File: config.mk
export PLATFORM = sky130hd
export DESIGN_NAME = sequence_player
export DESIGN_NICKNAME = d
export VERILOG_FILES = /design/src/rtl/sequence_player.sv
export SDC_FILE = /design/constraint.sdc
export NUM_CORES = 1
export LEC_CHECK = 0
export ABC_AREA = 1
export CORE_UTILIZATION = 50
export DETAILED_ROUTE_END_ITERATION = 7
export PLACE_DENSITY = 0.76
export SYNTH_ARGS = -nofsm -noshare
export SYNTH_HDL_FRONTEND = slang
export SYNTH_SLANG_ARGS = --single-unit
File: constraint.sdc
create_clock -name clk -period 2 [get_ports clk]
set_clock_uncertainty 0.1 [all_clocks]
set_input_delay 0.3 -clock clk [delete_from_list [all_inputs] [get_ports clk]]
set_output_delay 0.3 -clock clk [all_outputs]
set_load 0.02 [all_outputs]
File: src/rtl/sequence_player.sv
// sequence_player: plays the first `level` ROM entries onto four one-hot LEDs.
// Build option: define SEQ_PLAYER_GAP_EN to add an OFF_TICKS dark gap after each step.
module sequence_player #(
    parameter int N         = 10,
    parameter int ON_TICKS  = 3,
    parameter int OFF_TICKS = 2
) (
    input  logic       clk,
    input  logic       reset,
    input  logic       tick,
    input  logic       start,
    input  logic [3:0] level,
    output logic [3:0] rd_addr,
    input  logic [1:0] rd_data,
    output logic [3:0] led,
    output logic       busy,
    output logic       done
);

    localparam int CMAX = (ON_TICKS > OFF_TICKS) ? ON_TICKS : OFF_TICKS;
    localparam int CW   = (CMAX < 2) ? 1 : $clog2(CMAX);

    localparam logic [CW-1:0] ON_LAST  = CW'(ON_TICKS - 1);
`ifdef SEQ_PLAYER_GAP_EN
    localparam logic [CW-1:0] OFF_LAST = CW'(OFF_TICKS - 1);
`endif
    localparam logic [4:0] N_CAP = 5'(N);

    localparam logic [2:0] IDLE  = 3'd0;
    localparam logic [2:0] FETCH = 3'd1;
    localparam logic [2:0] LATCH = 3'd2;
    localparam logic [2:0] ON    = 3'd3;
`ifdef SEQ_PLAYER_GAP_EN
    localparam logic [2:0] OFF   = 3'd4;
`endif
    localparam logic [2:0] FIN   = 3'd5;

    logic [2:0]    state_q, state_d;
    logic [3:0]    idx_q, idx_d;
    logic [4:0]    eff_q, eff_d;
    logic [3:0]    rd_addr_q, rd_addr_d;
    logic [3:0]    led_q, led_d;
    logic          busy_q, busy_d;
    logic          done_q, done_d;
    logic [CW-1:0] cnt_q, cnt_d;
    logic          adv;

    // Next-state logic: playback sequencing, tick counting and step advance.
    always_comb begin
        state_d   = state_q;
        idx_d     = idx_q;
        eff_d     = eff_q;
        rd_addr_d = rd_addr_q;
        led_d     = led_q;
        busy_d    = busy_q;
        done_d    = 1'b0;
        cnt_d     = cnt_q;
        adv       = 1'b0;

        unique case (state_q)
            IDLE, FIN: begin
                led_d = '0;
                if (state_q == FIN) begin
                    state_d = IDLE;
                end
                if (start) begin
                    if (level != 4'd0) begin
                        eff_d     = ({1'b0, level} > N_CAP) ? N_CAP : {1'b0, level};
                        idx_d     = '0;
                        rd_addr_d = '0;
                        busy_d    = 1'b1;
                        state_d   = FETCH;
                    end else begin
                        done_d  = 1'b1;
                        state_d = FIN;
                    end
                end
            end
            // rd_addr already holds idx; wait out the ROM read latency.
            FETCH: state_d = LATCH;
            LATCH: begin
                led_d   = 4'b0001 << rd_data;
                cnt_d   = '0;
                state_d = ON;
            end
            ON: begin
                if (tick) begin
                    if (cnt_q == ON_LAST) begin
                        led_d = '0;
                        cnt_d = '0;
`ifdef SEQ_PLAYER_GAP_EN
                        state_d = OFF;
`else
                        adv = 1'b1;
`endif
                    end else begin
                        cnt_d = cnt_q + 1'b1;
                    end
                end
            end
`ifdef SEQ_PLAYER_GAP_EN
            OFF: begin
                if (tick) begin
                    if (cnt_q == OFF_LAST) begin
                        cnt_d = '0;
                        adv   = 1'b1;
                    end else begin
                        cnt_d = cnt_q + 1'b1;
                    end
                end
            end
`endif
            default: state_d = IDLE;
        endcase

        if (adv) begin
            if ({1'b0, idx_q} == eff_q - 5'd1) begin
                busy_d  = 1'b0;
                done_d  = 1'b1;
                state_d = FIN;
            end else begin
                idx_d     = idx_q + 4'd1;
                rd_addr_d = idx_q + 4'd1;
                state_d   = FETCH;
            end
        end
    end

    // State and output registers, cleared asynchronously by reset.
    always_ff @(posedge clk or posedge reset) begin
        if (reset) begin
            state_q   <= IDLE;
            idx_q     <= '0;
            eff_q     <= '0;
            rd_addr_q <= '0;
            led_q     <= '0;
            busy_q    <= 1'b0;
            done_q    <= 1'b0;
            cnt_q     <= '0;
        end else begin
            state_q   <= state_d;
            idx_q     <= idx_d;
            eff_q     <= eff_d;
            rd_addr_q <= rd_addr_d;
            led_q     <= led_d;
            busy_q    <= busy_d;
            done_q    <= done_d;
            cnt_q     <= cnt_d;
        end
    end

    assign rd_addr = rd_addr_q;
    assign led     = led_q;
    assign busy    = busy_q;
    assign done    = done_q;

endmodule
==> flow_summary.ini <==
[placement]
port_buffers = 19
pre_cts_ws_ps = 254
gp_congestion = 0.791
dpl.hpwl_um = 1800

[die]
dieWidth_um = 51.1
die_y_um = 51.1
num_rows = 17
die-area_um2 = 2620
initial_core_util_pct = 53.6
ioPinCount = 20
fp.coreArea_um2 = 2250

[yosys]
ys_ff_latch = 23
netlist_area_um2 = 1210
synth_area_leaders = dfrtp_1, nand2_1, nand3_1
yosysTopAreaCell = dfrtp_1
netlist_instances = 146
synth-seq-area-share_pct = 47.7
syn_nets = 158
yosys.area.top_type_share_pct = 47.7
async_flop_share_pct = 100
synthFlopType = dfrtp_1
synth_area_per_cell_um2 = 8.27
yosys_warnings = 0
synth_edf_count = 0
synthDistinctLibCells = 26

[final_layout]
seq_area_um2 = 576
nFillCells = 205
finalNetCount = 183
n_antenna_cell = 0
multi_input_area_um2 = 524
syn2layout_area_growth_pct = 21.5
drive_above_1_share_pct = 10.6

[routing]
wire_per_inst_um = 12.1
drt-initial-drc-count = 11
dr.pass1.iters = 4
vias = 1030
vias_per_cell = 5.20
drc_errors = 0
wl_um = 2390
ant_nets = 0

[sta]
fmaxAchievable_mhz = 586
period_needed_ps = 1710
slew_violations = 0
slew-limit-headroom_pct = 81.0
rsz0062_at_grt = false
finalCritPeriodShare_pct = 85.3
tns_ps = 0
post-route-worst-setup-slack_ps = 295
tightest_slew_ps = 284
hold_violations = 0
final-setup-viol-count = 0
whs_ps = 210

[worst_setup_path]
path_class = reg2out
max_stage_delay_ps = 620
setup.worst_path.start_class = flip-flop
ff2ff_setup_slack_ps = 300
path_delay_family = buffers and inverters
cp_slowest_cell = clkdlybuf4s50_1
cp_data_arrival_time_ps = 1310
crit_required_ps = 1600
path_cells = clkdlybuf4s50_1
crit_path_end_kind = output port
cp_max_fo = 2
path_buf_inv = 1

[clock_tree]
clock_sinks = 23
numCtsBuffers = 3
cts_tree = yes
cts_root_buffer = clkbuf_4
cts_buffer_depth = 2
cts_setup_buffers = 0
cts.repair.resized = 0
clk_latency_ps = 320
clk_pin_slew_ps = 130
htree_levels = 1
hold_buffers = 0

[worst_hold_path]
hold_class = in2async

[pwr]
leakagePower_nw = 0.723
peakVddDrop_uv = 1030
power_density_nw_per_um2 = 1310

[flow_run]
drv_cap = 0

[status]
status = complete, no violations

[global_route]
grt-ovfl-total = 0
antenna_found_initial = 0
grt_pass1_vias = 977
track_usage_pct = 21.2
grt_pass1_wl_um = 4040
grt_max_degree = 24
==> cell usage after synthesis (all sizes together), types with 2 or more instances <==
cell,n
xor2,2
dfrtp,23
o21ai,9
o211ai,2
inv,28
nand3,25
a21oi,2
ha,2
o22ai,3
nor2,11
nand2,34
==> cells in the final DEF, fill, tap and decap left out, types with 2 or more instances in the layout <==
| cell | n |
|---|---|
| nand2_1 | 31 |
| inv_1 | 25 |
| nand3_1 | 23 |
| dfrtp_1 | 23 |
| clkdlybuf4s50_1 | 19 |
| o21ai_0 | 8 |
| nor2_1 | 7 |
| nor2_4 | 3 |
| o22ai_1 | 3 |
| clkbuf_4 | 3 |
| nand2_2 | 2 |
| inv_2 | 2 |
| xor2_1 | 2 |
| a21oi_1 | 2 |
| ha_1 | 2 |
==> metal layers <==
layer  global-route usage (%)  up-vias  routed length (um)
met5                        0        -                   0
met4                     10.6        0                  55
met3                     4.76        7                 117
met2                     34.2       20                1070
met1                     26.4      487                1140
li1                         -      516                   -
==> worst min-delay path, delay by kind of cell <==
| kind | cells | cell delay [ps] |
|---|---|---|
| buffers and inverters | 3 | 730 |
==> final timing paths <==
| path | from | end | cells after the start |
|---|---|---|---|
| min | reset | rd_addr[2] | 3 |
| min in group clk | rd_addr[0] | rd_addr[0] | 2 |
| max reg2reg | eff_q[0] | idx_q[2] | 8 |
| min reg2reg | rd_addr[0] | rd_addr[0] | 2 |
| max in group asynchronous | reset | eff_q[1] | 3 |
| max | busy | busy | 1 |
==> flip-flops by register name, summed over array words and instances (netlist names) <==
register	count
done	1
busy	1
eff_q	4
led	4
idx_q	4
state_q	3
cnt_q	2
rd_addr	4
==> cell families after synthesis <==
| kind of cell | count (synthesis) | share of synthesized area [%] |
|---|---|---|
| buf+inv | 28 | 8.91 |
| flops | 23 | 47.7 |
| simple gates | 73 | 30.9 |
| compound gates | 17 | 8.29 |
| xor+xnor | 3 | 2.18 |
| fa+ha+maj | 2 | 2.07 |
==> area by class of cell <==
cell class                 instances  area share [%]
multi-input combinational         95            35.8
timing repair buffer              20            13.5
clock buffer                       4            1.79
inverter                          28            7.34
tap                               28            2.39
sequential                        23            39.2
==> where the power goes <==
part	internal (mW)	switching, mW
combinational	0.384	0.547
sequential	0.631	0.136
clock	0.0780	0.142
total	1.09	0.825
==> through the flow <==
stage / std cells / power [mW] / instance area, um^2 / utilization, %
3_3_place_gp: 194 / 1.68 / 1440 / 63.9
5_1_grt: 198 / 2.08 / 1470 / 65.0
3_5_place_dp: 194 / 1.71 / 1440 / 63.9
6_report: 198 / 1.92 / 1470 / 65.0
2_1_floorplan: 146 / 1.41 / 1210 / -
4_1_cts: 198 / 1.93 / 1470 / 65.0
No activity file was read; power rests on OpenSTA's default activity.
